==> config.mk <==
export PLATFORM = sky130hd
export DESIGN_NAME = unpack_rq0_flat
export DESIGN_NICKNAME = d
export VERILOG_FILES = /design/src/rtl/unpack_rq0_if.sv /design/src/rtl/unpack_rq0.sv /design/src/flat_wrapper.sv
export SDC_FILE = /design/constraint.sdc
export NUM_CORES = 1
export LEC_CHECK = 0
export CELL_PAD_IN_SITES_DETAIL_PLACEMENT = 2
export CELL_PAD_IN_SITES_GLOBAL_PLACEMENT = 2
export CORE_MARGIN = 4
export CORE_UTILIZATION = 37
export CTS_BUF_LIST = sky130_fd_sc_hd__clkbuf_4 sky130_fd_sc_hd__clkbuf_8
export CTS_CLUSTER_SIZE = 30
export DETAILED_ROUTE_END_ITERATION = 8
export HOLD_SLACK_MARGIN = 0.06
export PLACE_DENSITY_LB_ADDON = 0.1
export SLEW_MARGIN = 20
export SYNTH_ARGS = -nofsm -noshare
export SYNTH_HDL_FRONTEND = slang
export SYNTH_SLANG_ARGS = --single-unit
==> constraint.sdc <==
create_clock -name clk -period 3.53 [get_ports clk]
set_input_delay 0.706 -clock clk [delete_from_list [all_inputs] [get_ports clk]]
set_output_delay 0.706 -clock clk [all_outputs]
set_load 0.01 [all_outputs]
==> src/rtl/unpack_rq0_if.sv <==
// unpack_rq0_if
//   Groups the packed-byte input stream and the coefficient output stream
//   of the Rq0 unpacker.
//   Byte stream:        in_data[7:0], in_valid, in_ready
//   Coefficient stream: coef_data[LOGQ-1:0], coef_valid, coef_ready, coef_last
//   Status:             frame_done (one-cycle pulse), pad_err (sticky per frame)
//   Modports: master = the side feeding bytes and consuming coefficients,
//             slave  = the unpacker itself.
interface unpack_rq0_if #(
    parameter int LOGQ = 13
);
    logic [7:0]      in_data;
    logic            in_valid;
    logic            in_ready;
    logic [LOGQ-1:0] coef_data;
    logic            coef_valid;
    logic            coef_ready;
    logic            coef_last;
    logic            frame_done;
    logic            pad_err;

    modport master (
        output in_data, in_valid, coef_ready,
        input  in_ready, coef_data, coef_valid, coef_last, frame_done, pad_err
    );

    modport slave (
        input  in_data, in_valid, coef_ready,
        output in_ready, coef_data, coef_valid, coef_last, frame_done, pad_err
    );
endinterface

==> src/rtl/unpack_rq0.sv <==
// unpack_rq0
//   Streaming unpacker for packed Rq0 polynomials (NTRU-HRSS, N=701, q=8192).
//   Accepts 1138 packed bytes (MSB of each byte first in the bit stream),
//   emits 700 LSB-first 13-bit coefficients, then appends coefficient 700
//   as the negated sum of the others mod 8192.
//   Ports:
//     clk    - clock, rising edge
//     rst_n  - synchronous active-low reset
//     bus    - unpack_rq0_if.slave (byte stream in, coefficient stream out,
//              frame_done pulse, pad_err flag)
//   Build option: define UNPACK_RQ0_PAD_CHECK_EN to check that the 4 padding
//   bits at the end of the last byte are zero; otherwise pad_err is tied low.
//   Every output is a flop whose next value is derived from the next state,
//   so nothing combinational reaches an output from in_valid or coef_ready.
module unpack_rq0 #(
    parameter int N    = 701,
    parameter int LOGQ = 13
) (
    input  logic         clk,
    input  logic         rst_n,
    unpack_rq0_if.slave  bus
);

    localparam int             ACC_W    = LOGQ + 7;
    localparam int             NB_INT   = ((N - 1) * LOGQ + 7) / 8;
    localparam int             PAD_W    = NB_INT * 8 - (N - 1) * LOGQ;
    localparam logic [10:0]    NBYTES   = 11'(NB_INT);
    localparam logic [9:0]     LAST_IDX = 10'(N - 2);
    localparam logic [4:0]     CNT_Q    = 5'(LOGQ);

    typedef enum logic [1:0] {RUN, CHECK, LAST, DONE} state_t;

    // Byte bit 7 is the earliest stream bit, so it lands at the lowest
    // free accumulator position.
    function automatic logic [7:0] bit_rev8(input logic [7:0] b);
        logic [7:0] r;
        for (int i = 0; i < 8; i++) r[i] = b[7 - i];
        return r;
    endfunction

    function automatic logic [LOGQ-1:0] neg_mod(input logic [LOGQ-1:0] v);
        return '0 - v;
    endfunction

    state_t          state, state_nxt;
    logic [ACC_W-1:0] acc, acc_nxt;
    logic [4:0]      cnt, cnt_nxt;
    logic [10:0]     bcnt, bcnt_nxt;
    logic [9:0]      ccnt, ccnt_nxt;
    logic [LOGQ-1:0] sum, sum_nxt;

    logic            in_ready_r, in_ready_nxt;
    logic            coef_valid_r, coef_valid_nxt;
    logic            coef_last_r, coef_last_nxt;
    logic            frame_done_r, frame_done_nxt;
    logic [LOGQ-1:0] coef_data_r, coef_data_nxt;

    logic            byte_fire;
    logic            coef_fire;

    assign byte_fire = bus.in_valid && in_ready_r;
    assign coef_fire = coef_valid_r && bus.coef_ready;

    always_comb begin
        state_nxt = state;
        acc_nxt   = acc;
        cnt_nxt   = cnt;
        bcnt_nxt  = bcnt;
        ccnt_nxt  = ccnt;
        sum_nxt   = sum;
        case (state)
            RUN: begin
                // in_ready and coef_valid are mutually exclusive (cnt<13 vs
                // cnt>=13), so at most one of these fires per cycle.
                if (byte_fire) begin
                    acc_nxt  = acc | (ACC_W'(bit_rev8(bus.in_data)) << cnt);
                    cnt_nxt  = cnt + 5'd8;
                    bcnt_nxt = bcnt + 11'd1;
                end else if (coef_fire) begin
                    acc_nxt  = acc >> LOGQ;
                    cnt_nxt  = cnt - CNT_Q;
                    sum_nxt  = sum + acc[LOGQ-1:0];
                    ccnt_nxt = ccnt + 10'd1;
                    if (ccnt == LAST_IDX) state_nxt = CHECK;
                end
            end
            CHECK: begin
                // Only the padding bits remain in acc here.
                acc_nxt   = '0;
                cnt_nxt   = '0;
                state_nxt = LAST;
            end
            LAST: begin
                if (coef_fire) state_nxt = DONE;
            end
            DONE: begin
                bcnt_nxt  = '0;
                ccnt_nxt  = '0;
                sum_nxt   = '0;
                state_nxt = RUN;
            end
            default: state_nxt = RUN;
        endcase
    end

    always_comb begin
        in_ready_nxt   = (state_nxt == RUN) && (cnt_nxt < CNT_Q) && (bcnt_nxt < NBYTES);
        coef_valid_nxt = ((state_nxt == RUN) && (cnt_nxt >= CNT_Q)) || (state_nxt == LAST);
        coef_last_nxt  = (state_nxt == LAST);
        frame_done_nxt = (state_nxt == DONE);
        coef_data_nxt  = (state_nxt == LAST) ? neg_mod(sum_nxt) : acc_nxt[LOGQ-1:0];
    end

    always_ff @(posedge clk) begin
        if (!rst_n) begin
            state        <= RUN;
            acc          <= '0;
            cnt          <= '0;
            bcnt         <= '0;
            ccnt         <= '0;
            sum          <= '0;
            in_ready_r   <= 1'b0;
            coef_valid_r <= 1'b0;
            coef_last_r  <= 1'b0;
            frame_done_r <= 1'b0;
            coef_data_r  <= '0;
        end else begin
            state        <= state_nxt;
            acc          <= acc_nxt;
            cnt          <= cnt_nxt;
            bcnt         <= bcnt_nxt;
            ccnt         <= ccnt_nxt;
            sum          <= sum_nxt;
            in_ready_r   <= in_ready_nxt;
            coef_valid_r <= coef_valid_nxt;
            coef_last_r  <= coef_last_nxt;
            frame_done_r <= frame_done_nxt;
            coef_data_r  <= coef_data_nxt;
        end
    end

`ifdef UNPACK_RQ0_PAD_CHECK_EN
    logic pad_flag;

    // Sticky until the first byte of the following frame is accepted.
    always_ff @(posedge clk) begin
        if (!rst_n) begin
            pad_flag <= 1'b0;
        end else if (state == CHECK) begin
            if (acc[PAD_W-1:0] != '0) pad_flag <= 1'b1;
        end else if (byte_fire && (bcnt == 11'd0)) begin
            pad_flag <= 1'b0;
        end
    end

    assign bus.pad_err = pad_flag;
`else
    assign bus.pad_err = 1'b0;
`endif

    assign bus.in_ready   = in_ready_r;
    assign bus.coef_valid = coef_valid_r;
    assign bus.coef_last  = coef_last_r;
    assign bus.frame_done = frame_done_r;
    assign bus.coef_data  = coef_data_r;

endmodule

==> src/flat_wrapper.sv <==
// flat-port wrapper written by rule: the top's interface ports become plain ports
module unpack_rq0_flat 
#(
    parameter int N    = 701,
    parameter int LOGQ = 13
)
  (clk, rst_n, bus_in_data, bus_in_valid, bus_coef_ready, bus_in_ready, bus_coef_data, bus_coef_valid, bus_coef_last, bus_frame_done, bus_pad_err);
  unpack_rq0_if #(.LOGQ(LOGQ)) bus_i ();
  input  logic clk;
  input  logic rst_n;
  input wire logic [$bits(bus_i.in_data)-1:0] bus_in_data;
  input wire logic [$bits(bus_i.in_valid)-1:0] bus_in_valid;
  input wire logic [$bits(bus_i.coef_ready)-1:0] bus_coef_ready;
  output wire logic [$bits(bus_i.in_ready)-1:0] bus_in_ready;
  output wire logic [$bits(bus_i.coef_data)-1:0] bus_coef_data;
  output wire logic [$bits(bus_i.coef_valid)-1:0] bus_coef_valid;
  output wire logic [$bits(bus_i.coef_last)-1:0] bus_coef_last;
  output wire logic [$bits(bus_i.frame_done)-1:0] bus_frame_done;
  output wire logic [$bits(bus_i.pad_err)-1:0] bus_pad_err;
  assign bus_i.in_data = bus_in_data;
  assign bus_i.in_valid = bus_in_valid;
  assign bus_i.coef_ready = bus_coef_ready;
  assign bus_in_ready = bus_i.in_ready;
  assign bus_coef_data = bus_i.coef_data;
  assign bus_coef_valid = bus_i.coef_valid;
  assign bus_coef_last = bus_i.coef_last;
  assign bus_frame_done = bus_i.frame_done;
  assign bus_pad_err = bus_i.pad_err;
  unpack_rq0 #(.N(N), .LOGQ(LOGQ)) u_core (.clk(clk), .rst_n(rst_n), .bus(bus_i));
endmodule
==> results.py, run 1 <==
metrics = {
    "drt": {
        "viasPerCell": 5.667,
        "drc": 0,
        "first_pass_iters": 4,
        "wl_per_cell_um": 20.89,
        "vias": 4437,
        "first_iter_violations": 273,
        "drtAntennaViolNets": 0,
        "drt_wl_total_um": 16360,
    },
    "worst_hold_path": {
        "hold_path_depth": 2,
        "holdPathEnd": "u_core.ccnt[1]$_SDFFE_PN0P_",
        "min_path_type": "reg2reg",
        "hold_start": "u_core.ccnt[1]$_SDFFE_PN0P_",
    },
    "clock_tree": {
        "cts_tree": "built",
        "cts_max_level": 3,
        "cts-root-buf": "clkbuf_8",
        "clockBufferDepth": 2,
        "cts_hold_buf": 0,
        "cts_buffers": 9,
        "clock_latency_ns": 0.39,
        "cts_sinks": 78,
        "clk_pin_slew_ns": 0.09,
    },
    "place": {
        "dpl_worst_slack_ns": -0.1261,
        "dp.cells": 766,
        "dp_hpwl_um": 12680,
        "portBuffers": 28,
        "place_congestion": 0.8159,
    },
    "critical_path": {
        "required_ns": 3.79,
        "path_cells": "inv_1 -> ha_2 -> or2_2 -> a31oi_1 -> ha_1 -> inv_1 -> a2111o_1 -> a221o_1 -> nor3_1 -> nand4_1 -> xnor2_1 -> o21ai_1",
        "slowest_stage": "dfxtp_1",
        "cp-end-kind": "flip-flop",
        "r2r_slack_ns": 0.23,
        "cp_common_cell": "inv_1",
        "arrival_ns": 3.56,
        "rr_worst_depth": 12,
        "reg2reg_to": "u_core.bus.coef_data[12]$_SDFF_PN0_",
        "cp-start-kind": "flip-flop",
        "crit_family": "compound AO/OA/AOI/OAI gates",
        "cpPeakStageDelay_ns": 0.41,
        "r2r-start": "u_core.state[0]$_SDFF_PN0_",
        "critical_path_class": "reg2reg",
        "cp_num_buf_inv": 2,
        "worstPathMaxFanout": 10,
    },
    "timing": {
        "rsz0062_at_grt": "false",
        "drv_slew": 0,
        "worst_pin_slew_ns": 0.9151,
        "fin_crit_sh_pct": 93.41,
        "finalWorstSetupSlack_ns": 0.2327,
        "skew_ns": 0.01519,
        "fmax_mhz": 303.3,
        "setup_viol": 0,
        "hold_viol": 0,
        "slew_headroom_pct": 38.93,
        "period_minus_slack_ns": 3.297,
    },
    "synthesis": {
        "yosys_warnings": 0,
        "netlist_area_um2": 4608,
        "avgSynthCellArea_um2": 8.000,
        "synth_edf_count": 0,
        "syn_inst": 576,
        "ys_types": 67,
        "yosysSeqAreaShare_pct": 33.89,
        "yosys_register_bits": 78,
        "syn_nets": 609,
        "synthArstFlopShare_pct": 0,
        "ys.flop_type": "dfxtp_1",
    },
    "floorplan": {
        "die_x_um": 119.6,
        "num_rows": 40,
        "initial_utilization_pct": 38.05,
        "die_area_um2": 14300,
        "die_h_um": 119.6,
        "io_pins": 30,
        "coreArea_um2": 12110,
    },
    "global_routing": {
        "grt_max_degree": 24,
        "grt_use_total_pct": 23.72,
        "grt_pass1_vias": 4716,
        "antenna_found_initial": 0,
        "grt_pass1_wl_um": 26590,
        "overflow": 0,
    },
    "finish": {
        "antenna_cells": 0,
        "instances_no_fill": 783,
        "area_delta_synth_final_pct": 16.64,
        "fin_util_pct": 44.38,
        "drive_above_1_share_pct": 8.455,
        "fin_nets": 643,
    },
    "pwr": {
        "powerDensity_nw_per_um2": 509.6,
        "p_leak_nw": 2.103,
        "peakVddDrop_mv": 0.2302,
    },
    "run": {
        "maxCapViolCount": 0,
    },
    "status": {
        "status": "finished clean",
    },
}
-- state kept, by name, summed over array words and instances, names as in the netlist --
signal                 count
u_core.bus.frame_done      1
u_core.bus.coef_valid      1
u_core.bus.in_ready        1
u_core.sum                13
u_core.bus.coef_data      13
u_core.bus.coef_last       1
u_core.state               2
u_core.acc                20
u_core.ccnt               10
u_core.bcnt               11
u_core.cnt                 5
-- Yosys cell counts, types with 6 or more instances --
cell      number  area, um^2
xnor2_1       14       122.6
inv_1         21       78.83
and2_1        15       93.84
nand3_1       13       65.06
xor2_1        15       131.4
a31oi_1        8       50.05
mux2i_1       14       140.1
o21ai_0       25       125.1
a21oi_1       41       205.2
dfxtp_1       78        1562
nand2b_1      10       62.56
nand4_1        8       50.05
and3_1         8       50.05
clkbuf_1      20       75.07
or3_1          8       50.05
nor3_1        16       80.08
o211ai_1       6       45.04
nand2_1       62       232.7
ha_1          20       250.2
nor2_1        75       281.5
a22oi_1       12       90.09
-- cell usage in the layout (no fill, tap or decap), types with 5 or more instances in the layout --
cell	n
o21ai_0	25
mux2i_1	14
a21oi_1	41
a22oi_1	12
inv_1	21
mux2_2	5
nor2_1	75
clkbuf_8	9
nor3_1	16
or3_1	8
xor2_1	15
o22ai_1	5
and2_1	15
and3_1	8
nand3_1	13
o211ai_1	6
a31oi_1	8
xnor2_1	14
dfxtp_1	78
ha_1	19
clkdlybuf4s50_1	28
nand2_1	62
nand4_1	8
nand2b_1	10
buf_4	19
-- worst min-delay path, cell delays in order, from the launching register on --
cell     delay [ns]
dfxtp_1        0.33
nand2_1        0.06
a21oi_1        0.06
-- final cells by class --
type / count / area [um^2]
fill: 1382 / 6736
clock buffer: 9 / 123.9
inverter: 22 / 82.58
sequential: 78 / 1562
timing repair buffer: 47 / 422.9
multi-input combinational: 452 / 2877
clock inverter: 7 / 97.59
tap: 168 / 210.2
-- report_power, final --
part | switching [W] | internal, W | leakage, nW
Combinational | 0.000540 | 0.000366 | 1.37
Clock | 0.000376 | 0.000400 | 0.106
Sequential | 0.000102 | 0.000955 | 0.631
-- cells by family after synthesis --
family / count (synthesis) / synth area share, %
flip-flops: 78 / 33.89
other: 1 / 0.08138
multiplexers: 20 / 4.751
buffers and inverters: 46 / 3.856
AO/OA/AOI/OAI: 143 / 21.31
AND/OR/NAND/NOR: 238 / 24.74
XOR/XNOR: 29 / 5.512
adder cells (fa/ha/maj): 21 / 5.865
-- per-stage QoR --
| step | hold WS (ns) | total power [W] | TNS (ns) | instance area (um^2) |
|---|---|---|---|---|
| 2_1_floorplan | 0.4357 | 0.001611 | 0 | 4608 |
| 3_3_place_gp | 0.4617 | 0.001905 | 0 | 5139 |
| 3_5_place_dp | 0.4709 | 0.001953 | -0.2403 | 5139 |
| 4_1_cts | 0.4938 | 0.002751 | 0 | 5360 |
| 5_1_grt | 0.5173 | 0.002906 | 0 | 5375 |
| 6_report | 0.4945 | 0.002739 | 0 | 5375 |
-- worst max path at each step --
stage,cells after the start,to,slack [ns],from
2_1_floorplan,14,u_core.bus.coef_data[10]$_SDFF_PN0_,0.44,u_core.state[0]$_SDFF_PN0_
3_3_place_gp,12,u_core.bus.coef_data[10]$_SDFF_PN0_,0.13,bus_coef_ready
3_5_place_dp,12,u_core.bus.coef_data[12]$_SDFF_PN0_,-0.13,bus_coef_ready
4_1_cts,13,u_core.bus.coef_data[12]$_SDFF_PN0_,0.09,u_core.state[0]$_SDFF_PN0_
5_1_grt,13,u_core.bus.coef_data[12]$_SDFF_PN0_,0.009,u_core.state[0]$_SDFF_PN0_
6_report,12,u_core.bus.coef_data[12]$_SDFF_PN0_,0.23,u_core.state[0]$_SDFF_PN0_
-- what timing repair did --
action / in CTS / in global routing
setup buffers: 0 / 1
setup endpoints to repair: 0 / 4
resized for setup: 0 / 2
-- layer usage --
layer	routed length (um)	GRT usage, %
met1	7577	31.30
met2	8033	40.15
met3	452	3.393
met4	294	7.230
met5	0	0
(Power assumes the default switching activity.)
==> run 2, diff against run 1 <==
--- a/config.mk
+++ b/config.mk
@@ -14,6 +14,7 @@
 export DETAILED_ROUTE_END_ITERATION = 8
 export HOLD_SLACK_MARGIN = 0.06
 export PLACE_DENSITY_LB_ADDON = 0.1
+export REMOVE_ABC_BUFFERS = 1
 export SLEW_MARGIN = 20
 export SYNTH_ARGS = -nofsm -noshare
 export SYNTH_HDL_FRONTEND = slang
==> results.py, run 2 (synthesis gave the netlist of run 1 again) <==
metrics = {
    "status": {
        "status": "finished clean",
    },
    "floorplan": {
        "initial_utilization_pct": 38.05,
        "die_x_um": 119.6,
        "io_pins": 30,
        "coreArea_um2": 12110,
        "die_area_um2": 14300,
        "num_rows": 40,
        "die_h_um": 119.6,
    },
    "timing": {
        "fmax_mhz": 304.4,
        "period_minus_slack_ns": 3.285,
        "drv_slew": 0,
        "worst_pin_slew_ns": 0.7353,
        "skew_ns": 0.008950,
        "rsz0062_at_grt": "false",
        "hold_viol": 0,
        "setup_viol": 0,
        "fin_crit_sh_pct": 93.06,
        "slew_headroom_pct": 50.92,
    },
    "global_routing": {
        "grt_use_total_pct": 23.32,
        "grt_pass1_vias": 4814,
        "antenna_found_initial": 0,
        "overflow": 0,
        "grt_max_degree": 21,
        "grt_pass1_wl_um": 26260,
    },
    "drt": {
        "vias": 4425,
        "drc": 0,
        "drt_wl_total_um": 16210,
        "first_iter_violations": 189,
        "drtAntennaViolNets": 0,
        "first_pass_iters": 4,
        "wl_per_cell_um": 20.67,
        "viasPerCell": 5.644,
    },
    "finish": {
        "fin_util_pct": 44.27,
        "drive_above_1_share_pct": 8.442,
        "instances_no_fill": 784,
        "area_delta_synth_final_pct": 16.35,
        "regMostFlops": "u_core.acc",
        "layout_common_cells": "78 x dfxtp_1, 75 x nor2_1, 62 x nand2_1",
        "fin_nets": 644,
        "largest_reg_flops": 20,
        "antenna_cells": 0,
        "layout_commonest_cell": "dfxtp_1",
    },
    "pwr": {
        "peakVddDrop_mv": 0.2870,
        "powerDensity_nw_per_um2": 499.7,
        "p_leak_nw": 2.109,
    },
    "run": {
        "maxCapViolCount": 0,
    },
    "clock_tree": {
        "cts_buffers": 9,
        "cts_hold_buf": 0,
        "cts_sinks": 78,
        "cts-root-buf": "clkbuf_8",
        "cts-resized-gates": 0,
        "cts_tree": "built",
        "clock_latency_ns": 0.38,
        "cts_max_level": 3,
        "clockBufferDepth": 2,
        "postCtsSetupRepairBufs": 0,
        "clk_pin_slew_ns": 0.09,
    },
    "critical_path": {
        "cp-end-kind": "flip-flop",
        "required_ns": 3.81,
        "arrival_ns": 3.56,
        "cp-start-kind": "flip-flop",
        "r2r_slack_ns": 0.24,
        "critical_path_class": "reg2reg",
        "worstPathMaxFanout": 10,
    },
    "place": {
        "place_congestion": 0.8686,
        "portBuffers": 28,
        "dp_hpwl_um": 12720,
        "dp.cells": 768,
    },
    "worst_hold_path": {
        "min_path_type": "reg2reg",
    },
}
[run 2: critical path: stages (launching register included)]
cell and delay (ns):
dfxtp_1 0.41, inv_1 0.09, ha_1 0.40, buf_4 0.21, nor2_1 0.21, nor4b_1 0.09
a31oi_1 0.23, ha_1 0.20, inv_1 0.07, a2111o_1 0.32, a221o_1 0.31, nor3_2 0.21
nand4_1 0.14, xnor2_1 0.21, o21ai_1 0.07
[run 2: area by class of cell]
| type | instances | area [um^2] |
|---|---|---|
| Timing Repair Buffer | 48 | 430.4 |
| Fill cell | 1386 | 6750 |
| Clock buffer | 9 | 123.9 |
| Clock inverter | 7 | 78.83 |
| Tap cell | 168 | 210.2 |
| Sequential cell | 78 | 1562 |
| Inverter | 22 | 82.58 |
| Multi-Input combinational cell | 452 | 2874 |
[run 2: stage by stage]
stage | worst slack (ns) | area [um^2] | hold WS, ns | power (W) | TNS (ns)
after floorplan | 0.4790 | 4513 | 0.4357 | 0.001596 | 0
after global placement | 0.1063 | 5154 | 0.4506 | 0.001917 | 0
after detailed placement | -0.02430 | 5154 | 0.4757 | 0.001963 | -0.02549
after CTS | 0.1875 | 5356 | 0.4985 | 0.002701 | 0
after global routing | 0.04277 | 5361 | 0.5318 | 0.002852 | 0
final | 0.2449 | 5361 | 0.4977 | 0.002679 | 0
[run 2: final timing paths]
check,from,end,depth (start not counted)
hold reg to reg,u_core.ccnt[1]$_SDFFE_PN0P_,u_core.ccnt[1]$_SDFFE_PN0P_,2
setup reg to reg,u_core.state[0]$_SDFF_PN0_,u_core.bus.coef_data[12]$_SDFF_PN0_,14
setup / recovery,u_core.state[0]$_SDFF_PN0_,u_core.bus.coef_data[12]$_SDFF_PN0_,14
hold / removal,u_core.ccnt[1]$_SDFFE_PN0P_,u_core.ccnt[1]$_SDFFE_PN0P_,2
[run 2: power breakdown]
part	switching [W]	internal (W)
Sequential	0.0000912	0.000955
Combinational	0.000535	0.000371
Clock	0.000390	0.000336
[run 2: per-layer routing]
metal / vias to the layer above / routed length, um / track usage (%) / share of wire, %
li1: 2146 / - / - / -
met1: 2211 / 7088 / 28.68 / 44
met2: 56 / 8413 / 42.80 / 52
met3: 12 / 559 / 3.817 / 3.4
met4: 0 / 146 / 4.796 / 0.90
met5: - / 0 / 0 / 0
